### src/rtl/pic_fetch_ctrl.sv
// Fetch/execute sequencer for the PIC-style core: owns pc, drives the program ROM, holds ir.
// Optional single-step support is built only when PIC_SEQ_STEP_EN is defined.
module pic_fetch_ctrl #(
  parameter int PC_W    = 10,
  parameter int INSN_W  = 12,
  parameter int ROM_LAT = 2
) (
  input  logic              clk,
  input  logic              rst_n,
  input  logic              run,
  input  logic              step,
  input  logic              halt_req,
  output logic [PC_W-1:0]   rom_addr,
  output logic              rom_oe,
  input  logic [INSN_W-1:0] rom_data,
  output logic [INSN_W-1:0] ir,
  output logic              ir_valid,
  input  logic              exec_done,
  input  logic              jump_en,
  input  logic [PC_W-1:0]   jump_addr,
  input  logic              skip,
  output logic [PC_W-1:0]   pc,
  output logic              pc_wrap,
  output logic              halted,
  output logic [2:0]        state
);

  localparam int CNT_W = (ROM_LAT > 1) ? $clog2(ROM_LAT) : 1;
  localparam logic [CNT_W-1:0] LAST_WAIT = CNT_W'(ROM_LAT - 1);

  typedef enum logic [2:0] {
    S_IDLE   = 3'd0,
    S_FETCH  = 3'd1,
    S_LOAD   = 3'd2,
    S_EXEC   = 3'd3,
    S_UPDATE = 3'd4,
    S_HALT   = 3'd5
  } state_t;

  state_t             r_state;
  state_t             w_next;
  logic [CNT_W-1:0]   r_wait;
  logic [PC_W-1:0]    r_pc;
  logic [INSN_W-1:0]  r_ir;
  logic               r_ir_valid;
  logic               r_rom_oe;
  logic               r_pc_wrap;
  logic               r_halted;
  logic               r_halt;
  logic               r_jmp;
  logic               r_skip;
  logic [PC_W-1:0]    r_jaddr;
  logic [PC_W:0]      w_inc_sum;
  logic               w_step_req;
  logic               w_step_mode;

`ifdef PIC_SEQ_STEP_EN
  logic r_step_mode;

  assign w_step_req  = step;
  assign w_step_mode = r_step_mode;

  // Step mode lives from the IDLE exit until the instruction's UPDATE.
  always_ff @(posedge clk or negedge rst_n) begin
    if (!rst_n) begin
      r_step_mode <= 1'b0;
    end else if (r_state == S_IDLE && !run && step) begin
      r_step_mode <= 1'b1;
    end else if (r_state == S_UPDATE) begin
      r_step_mode <= 1'b0;
    end
  end
`else
  logic w_unused_step;

  assign w_unused_step = step;
  assign w_step_req    = 1'b0;
  assign w_step_mode   = 1'b0;
`endif

  assign w_inc_sum = {1'b0, r_pc} + {{(PC_W-1){1'b0}}, r_skip, ~r_skip};

  always_comb begin
    w_next = r_state;
    case (r_state)
      S_IDLE:   if (run || w_step_req) w_next = S_FETCH;
      S_FETCH:  if (r_wait == LAST_WAIT) w_next = S_LOAD;
      S_LOAD:   w_next = S_EXEC;
      S_EXEC:   if (exec_done) w_next = S_UPDATE;
      S_UPDATE: begin
        if (r_halt || halt_req)       w_next = S_HALT;
        else if (w_step_mode || !run) w_next = S_IDLE;
        else                          w_next = S_FETCH;
      end
      S_HALT:   if (!run) w_next = S_IDLE;
      default:  w_next = S_IDLE;
    endcase
  end

  always_ff @(posedge clk or negedge rst_n) begin
    if (!rst_n) begin
      r_state    <= S_IDLE;
      r_wait     <= '0;
      r_pc       <= '0;
      r_ir       <= '0;
      r_ir_valid <= 1'b0;
      r_rom_oe   <= 1'b0;
      r_pc_wrap  <= 1'b0;
      r_halted   <= 1'b0;
      r_halt     <= 1'b0;
      r_jmp      <= 1'b0;
      r_skip     <= 1'b0;
      r_jaddr    <= '0;
    end else begin
      r_state    <= w_next;
      r_rom_oe   <= (w_next == S_FETCH) || (w_next == S_LOAD);
      r_ir_valid <= (w_next == S_EXEC);
      r_halted   <= (w_next == S_HALT);

      if (r_state == S_FETCH && r_wait != LAST_WAIT) r_wait <= r_wait + 1'b1;
      else                                           r_wait <= '0;

      if (w_next == S_HALT) r_halt <= 1'b0;
      else if (halt_req && r_state != S_IDLE && r_state != S_HALT) r_halt <= 1'b1;

      if (r_state == S_LOAD) r_ir <= rom_data;

      // Execute-stage controls are captured with exec_done and applied in UPDATE.
      if (r_state == S_EXEC && exec_done) begin
        r_jmp   <= jump_en;
        r_skip  <= skip;
        r_jaddr <= jump_addr;
      end

      r_pc_wrap <= 1'b0;
      if (r_state == S_UPDATE) begin
        if (r_jmp) begin
          r_pc <= r_jaddr;
        end else begin
          r_pc      <= w_inc_sum[PC_W-1:0];
          r_pc_wrap <= w_inc_sum[PC_W];
        end
      end
    end
  end

  assign rom_addr = r_pc;
  assign rom_oe   = r_rom_oe;
  assign ir       = r_ir;
  assign ir_valid = r_ir_valid;
  assign pc       = r_pc;
  assign pc_wrap  = r_pc_wrap;
  assign halted   = r_halted;
  assign state    = r_state;

endmodule
### config.mk
export PLATFORM = sky130hd
export DESIGN_NAME = pic_fetch_ctrl
export DESIGN_NICKNAME = d
export VERILOG_FILES = /design/src/rtl/pic_fetch_ctrl.sv
export SDC_FILE = /design/constraint.sdc
export NUM_CORES = 1
export LEC_CHECK = 0
export CAP_MARGIN = 20
export CORE_UTILIZATION = 40
export DETAILED_ROUTE_END_ITERATION = 10
export GPL_TIMING_DRIVEN = 0
export PLACE_DENSITY = 0.78
export RECOVER_POWER = 25
export SLEW_MARGIN = 25
export SYNTH_ARGS = -nofsm -noshare
export SYNTH_HDL_FRONTEND = slang
export SYNTH_SLANG_ARGS = --single-unit
### constraint.sdc
create_clock -name clk -period 2.4 [get_ports clk]
set_input_delay 0.48 -clock clk [delete_from_list [all_inputs] [get_ports clk]]
set_output_delay 0.48 -clock clk [all_outputs]
set_load 0.1 [all_outputs]
==> impl_metrics.csv <==
group,metric,value,unit
yosys,synth_area,0.00204,mm2
finish,area_growth,41.6,%
clocking,h-tree-depth,2,
critical_path,cp-start-kind,"register",
critical_path,cp_slowest_cell,"clkdlybuf4s50_1",
yosys,synthArstFlopShare,1.00,
status,status,"complete, no violations",
placed_design,dpl-instance-area,0.00282,mm2
route,vias,1581,
critical_path,end_kind,"output port",
clocking,clk_path_buf_depth,2,
yosys,seq_area_frac_synth,0.527,
timing,period_share,0.978,
timing,tightest_slew,1.33,ns
yosys,netlist_instances,174,
timing,clock.fmax,0.426,GHz
route,viasPerCell,5.00,
timing,layout_min_cycle_time,2.35,ns
floorplan,rows,25,
route,drt-total-wl,4210,um
route,dr.first_iter.drc_count,172,
global_route,antenna_found_initial,0,
global_route,grt_pass1_wl,7070,um
finish,fin_nets,282,
floorplan,io-pin-count,69,
yosys,synth-seq-cells,43,
yosys,synthesis.nets,207,
timing,rsz0062_at_grt,"false",
route,firstDrtPassIters,5,
critical_path,worstPathArrival,1.87,ns
finish,drive_above_1_share,0.221,
finish,postLayoutCoreUtil,0.600,
finish,fin_area,0.00289,mm2
timing,slew_headroom,0.113,
placed_design,place.port_buffers,67,
timing,hold_viol,0,
clocking,post-cts-setup-buffer-count,0,
timing,drv_slew,0,
critical_path,path_buf_inv,1,
global_route,track_usage,0.173,
finish,diodes,0,
timing,finClkSkew,0.00963,ns
placed_design,gp_congestion,0.841,
flow_run,cap_violations,0,
timing,setup_viol,0,
finish,layout.cells.non_filler,316,
floorplan,dieArea,0.00539,mm2
route,wl_per_cell,13.3,um
clocking,cts.sinks,43,
floorplan,initial_core_util,0.424,
critical_path,crit_required,1.92,ns
critical_path,path_delay_family,"buffers and inverters",
global_route,gr-total-overflow,0,
critical_path,crit_cells,1,
floorplan,dieWidth,73.4,um
placed_design,dp_hpwl,3230,um
yosys,synth_enable_flop_cells,0,
clocking,cts-buffers-inserted,5,
critical_path,cp_max_fo,4,
critical_path,critical_path_class,"register to output port",
yosys,ys_warn_count,0,
global_route,grt_pass1_vias,1617,
hold_path,min_path_type,"primary input to async pin",
clocking,clock-root-buffer,"clkbuf_8",
clocking,cts_hold_buffers,0,
yosys,synth-main-ff-cell,"dfrtp_1",
floorplan,core,0.00482,mm2
floorplan,die_y,73.4,um
critical_path,path_cells,"clkdlybuf4s50_1",
yosys,synth_cell_types,38,
route,drtAntennaViolNets,0,
critical_path,worstRegToRegCells,8,
yosys,syn_area_per_cell,11.7,um2
critical_path,max_stage_delay,1.16,ns
clocking,cts_tree,"yes",
route,drcViolationCount,0,
global_route,grt_max_degree,23,
clocking,clock_latency,0.29,ns
clocking,clk_pin_slew,0.08,ns
placed_design,numPlacedInstances,309,
[cells in the final DEF (no fill, tap or decap), drive strengths merged, types with 2 or more instances in the layout]
cell type,n
a21oi,14
or4,2
o2bb2ai,2
or3,2
nor4,4
buf,18
nand3,2
o31ai,2
inv,9
dlygate4sd2,11
o21ai,9
clkdlybuf4s50,52
dfrtp,43
ha,2
nor3,8
nand2,7
mux2,24
dlymetal6s2s,3
mux2i,3
or2,2
a22oi,2
clkbuf,9
nor2,7
[state kept, by name, summed over array words and instances (netlist names)]
| register | cells |
|---|---|
| r_jaddr | 10 |
| r_halt | 1 |
| r_wait | 1 |
| r_skip | 1 |
| r_jmp | 1 |
| ir | 12 |
| pc | 10 |
| halted | 1 |
| pc_wrap | 1 |
| ir_valid | 1 |
| rom_oe | 1 |
| state | 3 |
[cell families after synthesis]
group / after synthesis / synth area share
buffers and inverters: 27 / 0.0828
DFF: 43 / 0.527
AOI/OAI and AO/OA: 35 / 0.105
muxes: 27 / 0.147
adders and majority gates: 3 / 0.0221
and+or+nand+nor: 39 / 0.115
[timing repair]
action                                  in CTS  in global routing
resized for setup                           11                  3
endpoints found under the setup margin      11                  3
pin swaps                                    0                  0
[per-layer routing]
metal,share of wire,track usage,up-vias
li1,-,-,758
met1,0.41,0.196,764
met2,0.50,0.302,52
met3,0.069,0.0549,7
met4,0.014,0.0684,0
met5,0,0,-
[cell type report]
| class | instances | area [um2] |
|---|---|---|
| sequential | 43 | 1080 |
| fill | 422 | 1930 |
| tap | 67 | 83.8 |
| timing repair buffer | 68 | 686 |
| multi-input combinational | 104 | 796 |
| buffer | 18 | 135 |
| inverter | 9 | 33.8 |
| clock buffer | 7 | 76.3 |
[per-stage QoR]
stage	hold WS (ns)	worst slack, ns	TNS [ns]
3_5_place_dp	0.449	0.174	0
5_1_grt	0.492	0.00199	0
2_1_floorplan	0.184	0.195	0
4_1_cts	0.181	0.00507	0
3_3_place_gp	0.424	-0.443	-12.65
6_report	0.455	0.0535	0
[Yosys cell counts, types with 2 or more instances]
master	n	area (um2)
a21oi_1	14	70.1
a22oi_1	2	15.0
buf_2	3	15.0
buf_4	11	82.6
buf_6	3	33.8
dfrtp_1	43	1080
ha_1	2	25.0
inv_1	8	30.0
mux2_2	24	270
mux2i_1	3	30.0
nand2_1	7	26.3
nand3_1	2	10.0
nor2_1	7	26.3
nor3_1	7	35.0
nor4_1	4	25.0
o21ai_0	9	45.0
o2bb2ai_1	2	17.5
o31ai_1	2	15.0
or4_1	2	15.0
[final timing paths]
kind / from / endpoint / slack (ns)
setup / recovery: state[2] / state[2] / 0.05
hold / removal: rst_n / r_skip / 0.46
setup reg to reg: r_skip / pc[6] / 0.35
hold reg to reg: r_wait / r_wait / 0.46
max in group asynchronous: rst_n / pc[0] / 1.06
min in group clk: r_wait / r_wait / 0.46
Power is left out: the tool's default activity adds up to more than one toggle a clock period on the data nets, which glitch-free logic cannot reach.
